**src/rtl/dcache_wt_ctrl_if.sv**
```systemverilog
// Bundle between the write-through data cache and its environment: the MEM-stage
// request/response side and the word-addressed data memory bus the cache initiates on.
interface dcache_wt_ctrl_if #(
  parameter int ADDR_W = 32,
  parameter int WORD_W = 32
);
  logic [ADDR_W-1:0] cpu_adr;
  logic [WORD_W-1:0] cpu_wdata;
  logic              cpu_read;
  logic              cpu_write;
  logic [WORD_W-1:0] cpu_rdata;
  logic              stall;
  logic [ADDR_W-1:0] mem_adr;
  logic [WORD_W-1:0] mem_wdata;
  logic              mem_read;
  logic              mem_write;
  logic [WORD_W-1:0] mem_rdata;

  // The cache controller drives the memory bus and answers the pipeline.
  modport master (
    input  cpu_adr, cpu_wdata, cpu_read, cpu_write, mem_rdata,
    output cpu_rdata, stall, mem_adr, mem_wdata, mem_read, mem_write
  );

  modport slave (
    output cpu_adr, cpu_wdata, cpu_read, cpu_write, mem_rdata,
    input  cpu_rdata, stall, mem_adr, mem_wdata, mem_read, mem_write
  );
endinterface

```
**src/rtl/dcache_wt_ctrl.sv**
```systemverilog
// Direct-mapped, write-through, no-write-allocate data cache controller with one-word
// lines; stalls the pipeline on read misses and on every store.
module dcache_wt_ctrl #(
  parameter int ADDR_W      = 32,
  parameter int WORD_W      = 32,
  parameter int INDEX_BITS  = 6,
  parameter int MEM_LATENCY = 2
) (
  input  logic              clk,
  input  logic              rst,
  dcache_wt_ctrl_if.master  bus
);

  localparam int LINES = 1 << INDEX_BITS;
  localparam int TAG_W = ADDR_W - INDEX_BITS;
  localparam logic [3:0] LATENCY = 4'(MEM_LATENCY);

  typedef enum logic [1:0] {IDLE, RMISS, WRITE} state_t;

  state_t            state;
  state_t            state_next;
  logic [LINES-1:0]  valid;
  logic [TAG_W-1:0]  tag_arr  [LINES];
  logic [WORD_W-1:0] data_arr [LINES];
  logic              done;
  logic              done_next;
  logic [3:0]        cnt;
  logic [3:0]        cnt_next;
  logic [ADDR_W-1:0] mem_adr;
  logic [ADDR_W-1:0] mem_adr_next;
  logic [WORD_W-1:0] mem_wdata;
  logic [WORD_W-1:0] mem_wdata_next;
  logic              mem_read;
  logic              mem_read_next;
  logic              mem_write;
  logic              mem_write_next;
  logic              fill_en;
  logic              update_en;

  logic [INDEX_BITS-1:0] index;
  logic [TAG_W-1:0]      tag;
  logic                  req;
  logic                  hit;
  logic                  read_only;

  assign index     = bus.cpu_adr[INDEX_BITS-1:0];
  assign tag       = bus.cpu_adr[ADDR_W-1:INDEX_BITS];
  assign req       = bus.cpu_read | bus.cpu_write;
  assign read_only = bus.cpu_read & ~bus.cpu_write;
  assign hit       = valid[index] && (tag_arr[index] == tag);

  // A read hit in IDLE is the only request that never freezes the pipeline;
  // done marks the cycle in which a finished miss or store is released.
  assign bus.stall     = (state != IDLE) ||
                         (req && !done && !(read_only && hit));
  assign bus.cpu_rdata = (state == IDLE && bus.cpu_read && hit) ? data_arr[index] : '0;

  assign bus.mem_adr   = mem_adr;
  assign bus.mem_wdata = mem_wdata;
  assign bus.mem_read  = mem_read;
  assign bus.mem_write = mem_write;

  always_ff @(posedge clk) begin
    if (!rst) begin
      state     <= IDLE;
      valid     <= '0;
      done      <= 1'b0;
      cnt       <= '0;
      mem_adr   <= '0;
      mem_wdata <= '0;
      mem_read  <= 1'b0;
      mem_write <= 1'b0;
    end else begin
      state     <= state_next;
      done      <= done_next;
      cnt       <= cnt_next;
      mem_adr   <= mem_adr_next;
      mem_wdata <= mem_wdata_next;
      mem_read  <= mem_read_next;
      mem_write <= mem_write_next;
      if (fill_en) valid[index] <= 1'b1;
    end
  end

  // Tag/data arrays carry no reset; gating on rst drops a fill abandoned by reset.
  always_ff @(posedge clk) begin
    if (rst) begin
      if (fill_en) begin
        data_arr[index] <= bus.mem_rdata;
        tag_arr[index]  <= tag;
      end else if (update_en) begin
        data_arr[index] <= mem_wdata;
      end
    end
  end

  always_comb begin
    state_next     = state;
    done_next      = done;
    cnt_next       = cnt;
    mem_adr_next   = mem_adr;
    mem_wdata_next = mem_wdata;
    mem_read_next  = mem_read;
    mem_write_next = mem_write;
    fill_en        = 1'b0;
    update_en      = 1'b0;

    unique case (state)
      IDLE: begin
        if (done) begin
          done_next = 1'b0;
        end else if (bus.cpu_write) begin
          state_next     = WRITE;
          mem_write_next = 1'b1;
          mem_adr_next   = bus.cpu_adr;
          mem_wdata_next = bus.cpu_wdata;
        end else if (bus.cpu_read && !hit) begin
          state_next    = RMISS;
          mem_read_next = 1'b1;
          mem_adr_next  = bus.cpu_adr;
          cnt_next      = LATENCY;
        end
      end
      RMISS: begin
        cnt_next = cnt - 4'd1;
        if (cnt <= 4'd1) begin
          fill_en       = 1'b1;
          mem_read_next = 1'b0;
          done_next     = 1'b1;
          state_next    = IDLE;
        end
      end
      WRITE: begin
        // Write-through: only refresh the copy when the line is already resident.
        update_en      = hit;
        mem_write_next = 1'b0;
        done_next      = 1'b1;
        state_next     = IDLE;
      end
      default: state_next = IDLE;
    endcase
  end

endmodule

```
**src/flat_wrapper.sv**
```systemverilog
// flat-port wrapper written by rule: the top's interface ports become plain ports
module dcache_wt_ctrl_flat 
#(
  parameter int ADDR_W      = 32,
  parameter int WORD_W      = 32,
  parameter int INDEX_BITS  = 6,
  parameter int MEM_LATENCY = 2
)
  (clk, rst, bus_cpu_adr, bus_cpu_wdata, bus_cpu_read, bus_cpu_write, bus_mem_rdata, bus_cpu_rdata, bus_stall, bus_mem_adr, bus_mem_wdata, bus_mem_read, bus_mem_write);
  dcache_wt_ctrl_if #(.ADDR_W(ADDR_W), .WORD_W(WORD_W)) bus_i ();
  input  logic clk;
  input  logic rst;
  input wire logic [$bits(bus_i.cpu_adr)-1:0] bus_cpu_adr;
  input wire logic [$bits(bus_i.cpu_wdata)-1:0] bus_cpu_wdata;
  input wire logic [$bits(bus_i.cpu_read)-1:0] bus_cpu_read;
  input wire logic [$bits(bus_i.cpu_write)-1:0] bus_cpu_write;
  input wire logic [$bits(bus_i.mem_rdata)-1:0] bus_mem_rdata;
  output wire logic [$bits(bus_i.cpu_rdata)-1:0] bus_cpu_rdata;
  output wire logic [$bits(bus_i.stall)-1:0] bus_stall;
  output wire logic [$bits(bus_i.mem_adr)-1:0] bus_mem_adr;
  output wire logic [$bits(bus_i.mem_wdata)-1:0] bus_mem_wdata;
  output wire logic [$bits(bus_i.mem_read)-1:0] bus_mem_read;
  output wire logic [$bits(bus_i.mem_write)-1:0] bus_mem_write;
  assign bus_i.cpu_adr = bus_cpu_adr;
  assign bus_i.cpu_wdata = bus_cpu_wdata;
  assign bus_i.cpu_read = bus_cpu_read;
  assign bus_i.cpu_write = bus_cpu_write;
  assign bus_i.mem_rdata = bus_mem_rdata;
  assign bus_cpu_rdata = bus_i.cpu_rdata;
  assign bus_stall = bus_i.stall;
  assign bus_mem_adr = bus_i.mem_adr;
  assign bus_mem_wdata = bus_i.mem_wdata;
  assign bus_mem_read = bus_i.mem_read;
  assign bus_mem_write = bus_i.mem_write;
  dcache_wt_ctrl #(.ADDR_W(ADDR_W), .WORD_W(WORD_W), .INDEX_BITS(INDEX_BITS), .MEM_LATENCY(MEM_LATENCY)) u_core (.clk(clk), .rst(rst), .bus(bus_i));
endmodule
```
**config.mk**
```make
export PLATFORM = sky130hd
export DESIGN_NAME = dcache_wt_ctrl_flat
export DESIGN_NICKNAME = d
export VERILOG_FILES = /design/src/rtl/dcache_wt_ctrl_if.sv /design/src/rtl/dcache_wt_ctrl.sv /design/src/flat_wrapper.sv
export SDC_FILE = /design/constraint.sdc
export NUM_CORES = 2
export LEC_CHECK = 0
export CORE_ASPECT_RATIO = 0.8
export CORE_MARGIN = 2
export CORE_UTILIZATION = 56
export CTS_CLUSTER_SIZE = 10
export DETAILED_ROUTE_END_ITERATION = 7
export GPL_ROUTABILITY_DRIVEN = 1
export PLACE_DENSITY_LB_ADDON = 0.3
export SYNTH_ARGS = -nofsm -noshare
export SYNTH_HDL_FRONTEND = slang
export SYNTH_SLANG_ARGS = --single-unit
```
**constraint.sdc**
```tcl
create_clock -name clk -period 9.37 [get_ports clk]
set_clock_uncertainty 0.15 [all_clocks]
set_input_delay 2.811 -clock clk [delete_from_list [all_inputs] [get_ports clk]]
set_output_delay 2.811 -clock clk [all_outputs]
set_load 0.005 [all_outputs]
```
[Word-level counts from Yosys, hierarchy flattened]
Memories as Yosys holds them, arrays and structs flattened.
Index checks and enable logic that the tools add are counted.
Operators by class
  bitwise logic cells: 6
  equal/unequal tests: 9
  multiplexer cells: 37
  $add $sub $neg: 1
  reduce and logical (&&, ||, !) cells: 25
  magnitude comparators: 3
Operator list (number)
  $mux 32: 4
  $or 64x64->64: 1
  $eq 26x26->1: 1
  $mux 1: 19
  $mux 4: 3
  $reduce_and 3->1: 4
  $logic_and 1x1->1: 8
  $mux 2: 4
  $ne 2x2->1 const B: 4
  $pmux 4 s2: 1
  $reduce_bool 2->1: 4
  $lt 6x7->1 const B: 1
  $bmux 1 s6: 1
  $demux 1 s6: 1
  $ge 6x1->1 const B: 1
  $reduce_and 5->1: 1
  $le 4x1->1 const B: 1
  $pmux 1 s2: 2
  $pmux 2 s2: 1
  $reduce_and 4->1: 1
  $sub 4x1->4 const B: 1
  $logic_not 1->1: 3
  $ne 3x3->1 const B: 1
  $pmux 1 s3: 1
  other kinds (10): 12
Word-level totals
  memories: 2
  logic and storage cells: 91
  bits of input ports: 100
  register bits: 137
  bits in writable memories: 3712
Memory list
  u_core.data_arr: words 64, width 32, rd ports 1, clocked after Yosys merged registers in 0, write ports 1, line dcache_wt_ctrl.sv:24  | logic [WORD_W-1:0] data_arr [LINES];
  u_core.tag_arr: words 64, width 26, rd ports 1, clocked after Yosys merged registers in 0, write ports 1, line dcache_wt_ctrl.sv:23  | logic [TAG_W-1:0] tag_arr [LINES];

[Depth between registers and ports, before layout]
  depth after elaboration: 9
  mapped depth: 20
  depth with buffers taken out: 11

[Worst setup path before layout]
OpenSTA, ideal clock, no wires.
  path kind: input to output
  start: input port bus_cpu_adr[2]
  end: output port bus_cpu_rdata[2]
  slack: 0.034 ns
  arrival: 6.375 ns
  stages on the path: 16
  cells stage by stage: buf_2 -> buf_6 -> buf_4 -> buf_2 -> buf_2 -> buf_1 -> mux4_2 -> a221oi_1 -> a31oi_1 -> nor2_1 -> xor2_1 -> or4b_1 -> and4bb_2 -> nand3_4 -> buf_6 -> nor4_2
Between the ends
  word-level cells in the longest chain between the ends: 5
RTL lines
  start: declaration: line flat_wrapper.sv:13  | input wire logic [$bits(bus_i.cpu_adr)-1:0] bus_cpu_adr;
  $mem_v2 64x26 or $bmux 1 s6 (tied branches)
  $eq 26x26->1 or $mux 1 (tied branches): line dcache_wt_ctrl.sv:50  | assign hit = valid[index] && (tag_arr[index] == tag);
  $logic_and 1x1->1: line dcache_wt_ctrl.sv:50
  $logic_and 1x1->1: line dcache_wt_ctrl.sv:56  | assign bus.cpu_rdata = (state == IDLE && bus.cpu_read && hit) ? data_arr[index] : '0;
  $mux 32 (*): line dcache_wt_ctrl.sv:56
  end: declaration: line flat_wrapper.sv:18  | output wire logic [$bits(bus_i.cpu_rdata)-1:0] bus_cpu_rdata;
Every way passes the cells marked *; elsewhere a longest branch is shown, timed or not. The select of a mux whose other input is x is not followed.

[Worst setup path after layout]
  start: input port bus_cpu_adr[1]
  end: output port bus_cpu_rdata[17]
Same word-level chain as after synthesis.

==> impl_metrics.ini <==
[final_layout]
synthToLayoutAreaGrowth_pct = 19.2
n_fill_cell = 16600
seq_area_um2 = 114000
finalCoreUtilization_pct = 67.0
nNetsFinal = 9536
drive_gt1_share_pct = 26.5
multiInputGateArea_um2 = 32000

[logic_synthesis]
synth_fp_nets = 8278
synth_common_cells = edfxtp_1, o22ai_1, mux2i_1, nand2_1, nor2_1
yosys.area.top_type = edfxtp_1
netlist_area_um2 = 147000
synth_edf_count = 3712
ys_ff_latch = 3849
ys_seq_area_share_pct = 77.6
yosysWarnings = 0
yosysMostFrequentCell = edfxtp_1
async_flop_share_pct = 0
yosysUniqueCellTypes = 81
synth_area_leaders = edfxtp_1, mux4_2, mux2i_1, o22ai_1, mux2_2
syn_area_per_cell_um2 = 18.0
netlist.area_leader.share_pct = 75.7
synth_ff_type = edfxtp_1
netlist_instances = 8172

[sta]
rsz0062_at_grt = yes
min_period_ns = 10.13
hold_viol_final = 0
whs_ns = 0.302
fin_setup_tns_ns = -19.81
fmax_ghz = 0.0987
tightest_slew_ns = 1.45
setup_slack_ns = -0.764
slew_violations = 0
setup_viol = 33
relSlewSlack_pct = 2.51
finalCritPeriodShare_pct = 108

[clock_network]
numCtsBuffers = 428
cts-root-buf = clkbuf_16
clk_pin_slew_ns = 0.05
cts.sinks = 3849
cts_tree = done
cts_buffer_depth = 4
htree_levels = 5
worst_skew_pair.late_latency_ns = 0.95

[floorplanning]
boundaryPins = 199
row_count = 168
fp.dieW_um = 577
initial_core_util_pct = 56.2
die_h_um = 463
core_area_um2 = 262000
die_area_um2 = 267000

[place]
port_buffers = 198
dp_slack_ns = -1.60
place_hpwl_mm = 321
gp_congestion = 0.975

[route]
wl_per_cell_um = 40.0
drc = 0
first_iter_violations = 19800
vias = 95300
dr.pass1.iters = 6
vias_per_cell = 7.28
wl_mm = 524
final_antenna_net_count = 0

[grt]
grt_pass1_wl_mm = 713
grt_usage_pct = 38.6
grt_max_degree = 100
antenna_found_initial = 33
grt_pass1_vias = 89900
overflow = 0

[setup_path]
worstPathCellList = buf_16 > buf_12 > inv_6 > buf_12 > mux4_2 > a21oi_1 > a211o_1 > nor4_4 > xnor2_1 > or4_4 > or4b_1 > and4bb_4 > nand3_4 > buf_12 > buf_8 > a2111oi_4 > buf_4 > buf_6
critPathTopFamily = simple AND/OR/NAND/NOR gates
cpMostUsedCell = buf_12
crit_arrival_ns = 7.17
startpoint = bus_cpu_adr[1]
worst-path-buf-inv = 8
worstPathMaxFanout = 15
critPathLaunchType = primary input
endpoint_kind = output port
crit_required_ns = 6.41
worstSetupPathType = primary input to output port
cpPeakStageDelay_ns = 0.60
critical-path-slowest-cell = or4_4
r2r-start = u_core.tag_arr[22][8]

[outcome]
status = finished with violations
violations = setup timing

[power_and_ir_drop]
power_density_nw_per_um2 = 207
total_power_mw = 36.4
peakVddDrop_mv = 0.175
leakagePower_nw = 58.4

[hold_path]
hp-start = u_core.valid[19]
hold_path.class = register to register

[flow_run]
cap_viol_max_count = 0
==> power by group <==
group / switching (mW) / total, mW / internal [mW]
sequential: 0.0284 / 18.9 / 18.9
combinational: 1.74 / 2.69 / 0.950
clock: 6.39 / 14.7 / 8.36
==> kinds of logic after synthesis <==
group | Yosys count | share of synthesized area (%)
flip-flops | 3849 | 77.6
AND/OR/NAND/NOR | 945 | 3.04
buffers and inverters | 586 | 1.86
adder cells (fa/ha/maj) | 6 | 0.0510
multiplexers | 957 | 8.90
XOR/XNOR | 22 | 0.131
AO/OA/AOI/OAI | 1807 | 8.41
==> layout by cell type (no fill, tap or decap), types with 14 or more instances in the layout <==
cell type,n
mux4_2,255
a21o_1,65
nor2_4,72
nand2_1,289
o21ai_0,164
mux2i_1,430
mux2_2,264
dfxtp_1,137
o211ai_1,23
a221oi_1,113
a211oi_1,37
nor4_1,38
nor2_1,209
buf_4,1004
buf_6,37
nor3_2,66
nand3_1,50
a31oi_1,18
nor3_1,34
o22ai_1,601
buf_2,56
buf_12,137
a22o_1,28
edfxtp_1,3712
clkdlybuf4s50_1,132
and3_1,18
clkbuf_16,438
a22oi_1,130
clkbuf_1,145
o221ai_1,122
a21oi_1,265
diode_2,14
o22a_1,36
a221o_1,28
==> worst reg2reg max path: stages, from the launching register on <==
cell,delay [ns]
edfxtp_1,0.36
mux4_2,0.48
mux2i_1,0.24
o22ai_2,0.15
a221o_1,0.32
nor4_4,0.19
xnor2_2,0.14
or4_4,0.59
or4b_1,0.54
and4bb_4,0.41
buf_4,0.22
a21oi_4,0.21
nor3_2,1.17
buf_4,0.49
==> cell type report <==
class                      count  area share (%)
sequential                  3849            65.1
multi-input combinational   3737            18.3
timing repair buffer        1397            7.45
clock buffer                 581            6.53
tap                         3485            2.49
clock inverter                14           0.101
inverter                      17          0.0457
antenna                       14          0.0200
==> path summary, 6_finish.rpt <==
path,depth (start not counted),slack [ns],to
setup / recovery,18,-0.76,bus_cpu_rdata[17]
hold / removal,1,0.30,u_core.valid[19]
setup reg to reg,13,3.35,u_core.data_arr[39][11]
hold reg to reg,1,0.30,u_core.valid[19]
==> registers in the layout, summed over array words and instances, names as in the netlist, 2 cells and up <==
| register | cells |
|---|---|
| u_core.tag_arr | 1664 |
| u_core.state | 2 |
| u_core.bus.mem_wdata | 32 |
| u_core.data_arr | 2048 |
| u_core.cnt | 4 |
| u_core.bus.mem_adr | 32 |
| u_core.valid | 64 |
==> through the flow <==
step                      std cells  instance area, um2
after global placement        12400              162000
after global routing          13100              175000
after floorplan                8172              147000
after CTS                     13100              175000
final                         13100              175000
after detailed placement      12400              162000
==> layer usage <==
metal | wire, um | part of all wire, % | track usage [%] | vias up
met5 | 200 | 0.038 | 0 | -
met2 | 217000 | 41 | 52.9 | 9820
met3 | 96200 | 18 | 15.6 | 1600
met1 | 181000 | 34 | 54.1 | 47900
li1 | - | - | - | 36000
met4 | 29400 | 5.6 | 17.8 | 26
==> what timing repair did <==
item / in CTS / in global routing
endpoints found under the setup margin: 33 / 33
gates resized for setup: 273 / 88
buffers inserted: 32 / 20
hold buffers: 0 / 0
pin swaps: 34 / 18
cloned: 10 / 2
Power figures use the tool's default switching activity.
